==> src/rtl/alu_stage_pkg.sv <==
// Shared definitions for the ALU execute stage: opcode/funct3 encodings,
// the CDB result record and a branch-condition helper.
package alu_stage_pkg;

    localparam int ROB_W = 5;
    localparam int XLEN  = 32;

    localparam logic [6:0] OP_R  = 7'b0110011;
    localparam logic [6:0] OP_I  = 7'b0010011;
    localparam logic [6:0] OP_BR = 7'b1100011;

    // Integer funct3 encodings
    localparam logic [2:0] F3_ADD  = 3'b000;
    localparam logic [2:0] F3_SLL  = 3'b001;
    localparam logic [2:0] F3_SLT  = 3'b010;
    localparam logic [2:0] F3_SLTU = 3'b011;
    localparam logic [2:0] F3_XOR  = 3'b100;
    localparam logic [2:0] F3_SR   = 3'b101;
    localparam logic [2:0] F3_OR   = 3'b110;
    localparam logic [2:0] F3_AND  = 3'b111;

    // Branch funct3 encodings
    localparam logic [2:0] F3_BEQ  = 3'b000;
    localparam logic [2:0] F3_BNE  = 3'b001;
    localparam logic [2:0] F3_BLT  = 3'b100;
    localparam logic [2:0] F3_BGE  = 3'b101;
    localparam logic [2:0] F3_BLTU = 3'b110;
    localparam logic [2:0] F3_BGEU = 3'b111;

    typedef struct packed {
        logic [ROB_W-1:0] rob_id;
        logic [XLEN-1:0]  value;
    } alu_result_t;

    localparam int RESULT_W = $bits(alu_result_t);

    // Reserved encodings (010/011) report not-taken.
    function automatic logic branch_taken(input logic [2:0] f3,
                                          input logic [XLEN-1:0] a,
                                          input logic [XLEN-1:0] b);
        logic taken;
        taken = 1'b0;
        case (f3)
            F3_BEQ:  taken = (a == b);
            F3_BNE:  taken = (a != b);
            F3_BLT:  taken = ($signed(a) <  $signed(b));
            F3_BGE:  taken = ($signed(a) >= $signed(b));
            F3_BLTU: taken = (a <  b);
            F3_BGEU: taken = (a >= b);
            default: taken = 1'b0;
        endcase
        return taken;
    endfunction

endpackage

==> src/rtl/alu_result_fifo.sv <==
// Result FIFO between the execute register and the ALU CDB channel.
// Head entry is presented combinationally; i_en low freezes all state.
module alu_result_fifo
    import alu_stage_pkg::*;
#(
    parameter int DEPTH = 4
) (
    input  logic                   i_clk,
    input  logic                   i_srst,
    input  logic                   i_clear,
    input  logic                   i_en,
    input  logic                   i_push,
    input  alu_result_t            i_data,
    input  logic                   i_pop,
    output alu_result_t            o_data,
    output logic [$clog2(DEPTH):0] o_count,
    output logic                   o_empty
);

    localparam int PTR_W = $clog2(DEPTH);
    localparam int CNT_W = PTR_W + 1;

    alu_result_t      r_mem [DEPTH];
    logic [PTR_W-1:0] r_wr_ptr;
    logic [PTR_W-1:0] r_rd_ptr;
    logic [CNT_W-1:0] r_count;

    logic w_push;
    logic w_pop;

    // Upstream occupancy accounting guarantees no push while full.
    assign w_push = i_en && i_push;
    assign w_pop  = i_en && i_pop && !o_empty;

    always_ff @(posedge i_clk) begin
        if (i_srst || i_clear) begin
            r_wr_ptr <= '0;
            r_rd_ptr <= '0;
            r_count  <= '0;
        end else begin
            if (w_push) begin
                r_wr_ptr <= r_wr_ptr + 1'b1;
            end
            if (w_pop) begin
                r_rd_ptr <= r_rd_ptr + 1'b1;
            end
            r_count <= r_count + CNT_W'(w_push) - CNT_W'(w_pop);
        end
    end

    // Storage is zeroed only on reset so the idle CDB value reads 0.
    always_ff @(posedge i_clk) begin
        if (i_srst) begin
            for (int i = 0; i < DEPTH; i++) begin
                r_mem[i] <= '0;
            end
        end else if (w_push && !i_clear) begin
            r_mem[r_wr_ptr] <= i_data;
        end
    end

    assign o_data  = r_mem[r_rd_ptr];
    assign o_count = r_count;
    assign o_empty = (r_count == '0);

endmodule

==> src/rtl/alu_stage.sv <==
// ALU execute stage: combinational integer/branch compute captured in s1,
// buffered in a result FIFO and broadcast on the ALU CDB channel.
module alu_stage
    import alu_stage_pkg::*;
#(
    parameter int DEPTH = 4
) (
    input  logic        clk_in,
    input  logic        rst_in,
    input  logic        rdy_in,
    input  logic        _clear,
    input  logic        _alu_ready,
    input  logic [4:0]  _alu_rob_id,
    input  logic [6:0]  _alu_type,
    input  logic [3:0]  _alu_op,
    input  logic [31:0] _alu_v1,
    input  logic [31:0] _alu_v2,
    output logic        _alu_full,
    input  logic        _cdb_stall,
    output logic        _cdb_ready,
    output logic [4:0]  _cdb_rob_id,
    output logic [31:0] _cdb_value
);

    localparam int CNT_W = $clog2(DEPTH) + 1;

    logic              r_s1_valid;
    alu_result_t       r_s1_data;

    logic [XLEN-1:0]   w_result;
    logic [4:0]        w_shamt;
    logic [2:0]        w_f3;
    logic              w_accept;
    alu_result_t       w_head;
    logic [CNT_W-1:0]  w_count;
    logic [CNT_W-1:0]  w_occupancy;
    logic              w_empty;

    assign w_f3    = _alu_op[2:0];
    assign w_shamt = _alu_v2[4:0];

    always_comb begin
        w_result = _alu_v1 + _alu_v2;
        if (_alu_type == OP_R || _alu_type == OP_I) begin
            case (w_f3)
                // Immediate adds never subtract, whatever op[3] carries.
                F3_ADD:  w_result = (_alu_type == OP_R && _alu_op[3]) ?
                                    (_alu_v1 - _alu_v2) : (_alu_v1 + _alu_v2);
                F3_SLL:  w_result = _alu_v1 << w_shamt;
                F3_SLT:  w_result = {31'b0, $signed(_alu_v1) < $signed(_alu_v2)};
                F3_SLTU: w_result = {31'b0, _alu_v1 < _alu_v2};
                F3_XOR:  w_result = _alu_v1 ^ _alu_v2;
                F3_SR:   w_result = _alu_op[3] ? 32'($signed(_alu_v1) >>> w_shamt) :
                                                 (_alu_v1 >> w_shamt);
                F3_OR:   w_result = _alu_v1 | _alu_v2;
                F3_AND:  w_result = _alu_v1 & _alu_v2;
                default: w_result = _alu_v1 + _alu_v2;
            endcase
        end else if (_alu_type == OP_BR) begin
            w_result = {31'b0, branch_taken(w_f3, _alu_v1, _alu_v2)};
        end
    end

    // A flush discards whatever is being issued alongside it.
    assign w_accept = _alu_ready && !_alu_full && rdy_in && !_clear;

    always_ff @(posedge clk_in) begin
        if (rst_in) begin
            r_s1_valid <= 1'b0;
            r_s1_data  <= '0;
        end else if (_clear) begin
            r_s1_valid <= 1'b0;
        end else if (rdy_in) begin
            r_s1_valid <= w_accept;
            if (w_accept) begin
                r_s1_data.rob_id <= _alu_rob_id;
                r_s1_data.value  <= w_result;
            end
        end
    end

    alu_result_fifo #(
        .DEPTH (DEPTH)
    ) u_fifo (
        .i_clk   (clk_in),
        .i_srst  (rst_in),
        .i_clear (_clear),
        .i_en    (rdy_in),
        .i_push  (r_s1_valid),
        .i_data  (r_s1_data),
        .i_pop   (!_cdb_stall),
        .o_data  (w_head),
        .o_count (w_count),
        .o_empty (w_empty)
    );

    // s1 counts toward occupancy so an accepted result always has a slot.
    assign w_occupancy = w_count + CNT_W'(r_s1_valid);
    assign _alu_full   = (w_occupancy >= CNT_W'(DEPTH));

    assign _cdb_ready  = !w_empty;
    assign _cdb_rob_id = w_head.rob_id;
    assign _cdb_value  = w_head.value;

endmodule

==> config.mk <==
export PLATFORM = sky130hd
export DESIGN_NAME = alu_stage
export DESIGN_NICKNAME = d
export VERILOG_FILES = /design/src/rtl/alu_stage_pkg.sv /design/src/rtl/alu_result_fifo.sv /design/src/rtl/alu_stage.sv
export SDC_FILE = /design/constraint.sdc
export NUM_CORES = 1
export LEC_CHECK = 0
export BUFFER_PORTS_ARGS = -buffer_cell sky130_fd_sc_hd__buf_2
export CAP_MARGIN = 30
export CORE_ASPECT_RATIO = 0.5
export CORE_MARGIN = 1.5
export CORE_UTILIZATION = 45
export DETAILED_ROUTE_END_ITERATION = 10
export GPL_TIMING_DRIVEN = 1
export SETUP_SLACK_MARGIN = 0.5
export SYNTH_ARGS = -nofsm -noshare
export SYNTH_HDL_FRONTEND = slang
export SYNTH_HIERARCHICAL = 1
export SYNTH_SLANG_ARGS = --single-unit
==> constraint.sdc <==
create_clock -name clk_in -period 6.76 [get_ports clk_in]
set_input_delay 1.014 -clock clk_in [delete_from_list [all_inputs] [get_ports clk_in]]
set_output_delay 1.014 -clock clk_in [all_outputs]
set_load 0.05 [all_outputs]
After elaboration in Yosys (flattened, before gate mapping)
Memory sizes are Yosys's and may differ from the RTL's. A register that Yosys moved wholly into a read port is not among the register bits.
Cells that the tools add are included.
{"block": "totals", "regBits": 45, "ram_bits": 148, "inputBits": 86, "output_inout_bits": 39, "word_cells": 73, "mem_count": 1}
{"memory": "u_fifo.r_mem", "words": 4, "width": 37, "rd": 1, "rd_ports_with_merged_regs": 1, "wr": 4, "line": "alu_result_fifo.sv:23", "source": "alu_result_t r_mem [DEPTH];"}
{"block": "op_classes", "n_addsub": 7, "n_lt_le_gt_ge": 5, "n_eq_ne": 12, "shift": 3, "mux": 16, "bitwise": 4, "n_reduce_logical": 19}
{"cell": "one-hot mux 32 bit (8 select lines)", "count": 1}
{"cell": "two-way mux 32 bit", "count": 4}
{"cell": ">= comparator 32 bit", "count": 2}
{"cell": "< comparator 32 bit", "count": 2}
{"cell": "two-way mux 37 bit", "count": 1}
{"cell": "OR reduction 37 bit", "count": 1}
{"cell": "adder 32 bit", "count": 1}
{"cell": "AND 32 bit", "count": 1}
{"cell": "equality test 32 bit", "count": 1}
{"cell": "inequality test 32 bit", "count": 1}
{"cell": "OR 32 bit", "count": 1}
{"cell": "left shift 32 x 5 -> 32 bit", "count": 1}
{"cell": "right shift 32 x 5 -> 32 bit", "count": 1}
{"cell": ">>> shifter 32 x 5 -> 32 bit", "count": 1}
{"cell": "subtractor 32 bit", "count": 1}
{"cell": "bitwise XOR 32 bit", "count": 1}
{"cell": "equality test 3 bit, second input constant", "count": 4}
{"cell": "logical AND 1 bit", "count": 8}
{"cell": "equality test 7 x 5 -> 1 bit, second input constant", "count": 1}
{"cell": "equality test 7 x 6 -> 1 bit, second input constant", "count": 1}
{"cell": "equality test 7 bit, second input constant", "count": 1}
{"cell": "adder 3 x 1 -> 3 bit", "count": 2}
{"cell": "equality test 3 x 2 -> 1 bit, second input constant", "count": 2}
{"cell": "logical NOT 3 bit", "count": 2}
{"cell": "other kinds (12)", "count": 24}

Longest topological paths before layout
{"block": "logic_depth", "ltp_word": 7, "ltp_mapped": 15}

Cells and area by module
Netlist, hierarchy kept.
{"module": "alu_stage", "instances": 1, "cells_each": 1642, "area_each_um2": 11523.6, "seq_area_each_um2": 760.7}
{"module": "alu_result_fifo", "instances": 1, "cells_each": 403, "area_each_um2": 6769.0, "seq_area_each_um2": 4624.4}

Worst setup path after synthesis
Ideal clock, no wire load.
{"block": "synth_timing", "kind": "input to register", "from": "in _alu_v2[2]", "to": "reg r_s1_data[9] (netlist name)", "arrival_time_ps": 4256, "setup_slack_ps": 2435, "path_stages": 15, "cell_sequence": "inv_1 -> buf_2 -> buf_2 -> buf_1 -> ha_1 -> buf_4 -> and3_1 -> a211o_1 -> a21o_1 -> a21o_1 -> a31oi_4 -> nor2_2 -> o211a_1 -> or4_1 -> a21oi_1"}
{"block": "synth_between", "elab_chain_len": 4, "elab_cells_between_ends": 10}
{"item": "start, declared", "line": "alu_stage.sv:17", "source": "input logic [31:0] _alu_v2,"}
{"item": "adder 32 bit (tied with other cells)"}
{"item": "two-way mux 32 bit, on equally long branches", "line": "alu_stage.sv:47, alu_stage.sv:53"}
{"item": "one-hot mux 32 bit (8 select lines)", "line": "alu_stage.sv:45", "source": "case (w_f3)"}
{"item": "two-way mux 32 bit (*)", "line": "alu_stage.sv:44", "source": "if (_alu_type == OP_R || _alu_type == OP_I) begin"}
{"item": "end, declared", "line": "alu_stage.sv:28", "source": "alu_result_t r_s1_data;"}
Mark *: on every way between the ends. The rest lies on a longest branch, timed or not.
A chain may end at the register's enable or synchronous reset.

Final worst setup path
{"block": "layout_timing", "from": "in _alu_v2[0]", "to": "reg r_s1_data[28] (netlist name)"}
The elaborated chain is that of the path after synthesis.

==> flow_metrics.env <==
export IMPL_p_leak_nw=7.76
export IMPL_hp_class="reg2reg"
export IMPL_viasPerCell=6.41
export IMPL_root_buffer="clkbuf_16"
export IMPL_pin_count=125
export IMPL_slew_headroom=0.315
export IMPL_wl_per_cell_um=25.3
export IMPL_worstPathArrival_ps=5080
export IMPL_design_area_um2=19800
export IMPL_ys_warn_count=6
export IMPL_fin_crit_sh=0.707
export IMPL_crit_path_frequent_cell="nor2_1"
export IMPL_crit_chain="buf_4, ha_1, fa_1, o21bai_1, a2111oi_0, nor2_1, nor4_1, nor2_1, a21o_1, or2_2, a21oi_1, nor3_1"
export IMPL_synthesis_nets=2233
export IMPL_min_period_ps=4780
export IMPL_cp_end_kind="flop"
export IMPL_critical_path_class="in2reg"
export IMPL_synth_area_leaders="edfxtp_1, mux4_2, ha_1"
export IMPL_start_kind="primary input"
export IMPL_ys_flop_type="edfxtp_1"
export IMPL_dp_cells=2564
export IMPL_cp_required_ps=7060
export IMPL_finalHoldViolations=0
export IMPL_cts_tree="done"
export IMPL_cp_num_buf_inv=1
export IMPL_p_sw_frac=0.349
export IMPL_fin_nets=2242
export IMPL_numCtsBuffers=17
export IMPL_postCtsSetupRepairBufs=0
export IMPL_post_dp_cell_area_um2=19200
export IMPL_critPathTopFamily="simple AND/OR/NAND/NOR gates"
export IMPL_p_seq_frac=0.391
export IMPL_antenna_found_initial=2
export IMPL_p_per_area_nw_per_um2=175
export IMPL_synth_top_area_share=0.243
export IMPL_ys_ff_latch=195
export IMPL_fmax_mhz=209
export IMPL_crit_slowest_cell="nor4_1"
export IMPL_initialDrtViolationCount=2104
export IMPL_grt_overflow=0
export IMPL_path_clk_slew_ps=80
export IMPL_synthesis_area_um2=18300
export IMPL_post_cts_resized=0
export IMPL_cpPeakStageDelay_ps=840
export IMPL_synthArstFlopShare=0
export IMPL_vias=16651
export IMPL_fin_cells=2598
export IMPL_fin_tns_setup_ps=0
export IMPL_syn_inst=2045
export IMPL_cts_hold_buf=0
export IMPL_tightest_slew_ps=1010
export IMPL_maxSlewViolCount=0
export IMPL_place_congestion=0.995
export IMPL_hpwl_um=47800
export IMPL_finalPower_mw=3.45
export IMPL_seq_area_frac_synth=0.294
export IMPL_drc_errors=0
export IMPL_rows=51
export IMPL_syn_to_final_growth_pct=8.08
export IMPL_core_area_um2=39500
export IMPL_drive_above_1_share=0.165
export IMPL_start_util=0.463
export IMPL_fin_skew_ps=15.9
export IMPL_power_share_combinational=0.308
export IMPL_switchingPower_mw=1.20
export IMPL_ys_types=104
export IMPL_status="finished clean"
export IMPL_htree_levels=4
export IMPL_clk_latency_ps=430
export IMPL_postRouteAntennaNets=0
export IMPL_syn_avg_cell_area_um2=8.95
export IMPL_portBuffers=124
export IMPL_grt_pass1_vias=15494
export IMPL_peakVddDrop_v=0.000169
export IMPL_dieArea_um2=41900
export IMPL_dr_pass1_iters=6
export IMPL_clockBufferDepth=2
export IMPL_grt_pass1_wl_um=97900
export IMPL_setup_viol=0
export IMPL_p_int_mw=2.25
export IMPL_cts_num_sinks=195
export IMPL_clkPwrFrac=0.301
export IMPL_fp_dieH_um=146
export IMPL_totalWireLength_um=65600
export IMPL_synth_edff_count=148
export IMPL_path_max_fanout=51
export IMPL_grt_use_total=0.307
export IMPL_grt_max_degree=62
export IMPL_synth_area_leader_cell="edfxtp_1"
export IMPL_rsz0062_at_grt="no"
export IMPL_die_w_um=288
export IMPL_postLayoutCoreUtil=0.501
export IMPL_drv_cap=0
-- worst register-to-register path, cell delays in order, from the launching register on --
cell and delay [ps]:
dfxtp_1 400, and4bb_2 840, and3b_1 280, buf_4 370, or2_2 600, buf_16 250
-- power by group through the flow --
stage	registers (mW)	clock network, mW	logic (mW)
final	1.35	1.04	1.06
after global routing	1.35	1.10	1.13
after CTS	1.35	1.05	1.03
after detailed placement	1.38	0	1.03
after global placement	1.38	0	1.02
after floorplan	1.36	0	0.709
-- layout make-up --
cell class	instances	area, um2
Clock buffer	18	429
Multi-Input combinational cell	1574	11800
Clock inverter	14	164
Tap cell	530	663
Timing Repair Buffer	157	940
Fill cell	3828	19700
Sequential cell	195	5390
Inverter	109	409
Antenna cell	1	2.50
-- registers in the layout, indices dropped and copies added, names as in the netlist, named ones only --
register / count
r_s1_data: 37
r_s1_valid: 1
u_fifo/o_count: 3
u_fifo/r_mem: 148
u_fifo/r_wr_ptr: 2
u_fifo/r_rd_ptr: 2
-- metal layers --
layer / track usage / vias to the layer above / part of all wire
met5: 0 / - / 0
met4: 0.0749 / 0 / 0.023
met3: 0.0641 / 92 / 0.10
met2: 0.443 / 835 / 0.42
met1: 0.464 / 8118 / 0.45
li1: - / 7606 / -
-- cells by family after synthesis --
| family | count (synthesis) | share of synthesized area |
|---|---|---|
| buffers and inverters | 276 | 0.0638 |
| AOI/OAI and AO/OA | 599 | 0.216 |
| xor gates and xnor gates | 53 | 0.0254 |
| and+or+nand+nor | 652 | 0.182 |
| muxes | 168 | 0.148 |
| adders and majority gates | 102 | 0.0710 |
| DFF | 195 | 0.294 |
-- cell usage in the layout (no fill, tap or decap), types with 7 or more instances in the layout --
cell	count
nand3_1	30
a2111oi_0	7
inv_1	107
edfxtp_1	148
a22oi_1	7
xor2_1	14
mux4_2	76
nor4_1	15
nand2_1	140
dfxtp_1	45
clkbuf_16	17
o21ai_0	131
o31ai_1	14
a21o_1	16
and2_1	162
o21bai_1	12
nor3_1	46
buf_2	123
o22ai_1	33
nand2b_1	20
a31oi_1	26
mux2_2	34
mux2i_1	54
a221o_1	7
a21oi_1	157
nand4_1	11
or2_2	10
o221ai_1	11
ha_1	99
or3_1	8
xnor2_1	39
a221oi_1	16
a311oi_1	10
a211oi_1	35
nor2b_1	15
nor2_1	153
buf_4	29
and3_1	12
o211ai_1	20
-- cells in the mapped netlist, drive strengths merged, types with 16 or more instances --
library cell	number
nor3	49
dfxtp	47
a21o	16
inv	108
a221oi	18
nor2	154
and2	163
a31oi	27
o22ai	33
nand3	30
mux4	76
edfxtp	148
nand2b	20
a21oi	158
mux2i	55
o21ai	138
o211ai	20
ha	99
mux2	37
xnor2	39
buf	59
clkbuf	108
nand2	140
a211oi	36
-- path summary, 6_finish.rpt --
| path | startpoint | endpoint | slack [ps] | cells after the start |
|---|---|---|---|---|
| worst max register to register | r_s1_valid$_SDFFE_PP0P_ | u_fifo/r_mem[2][31]$_SDFFCE_PN0P_ | 3730 | 5 |
| worst min-delay path | u_fifo/r_rd_ptr[1]$_SDFFE_PP0P_ | flop | 490 | 2 |
| worst max-delay path | _alu_v2[0] | r_s1_data[28]$_SDFFE_PP0P_ | 1980 | 12 |
| worst min register to register | u_fifo/r_rd_ptr[1]$_SDFFE_PP0P_ | flop | 490 | 2 |
-- through the flow --
step / setup slack, ps / hold WS (ps)
after floorplan: 2430 / 450
after global placement: 1720 / 461
after global routing: 1850 / 519
after CTS: 2120 / 492
final: 1980 / 489
after detailed placement: 1670 / 477
Power figures use the tool's default switching activity.
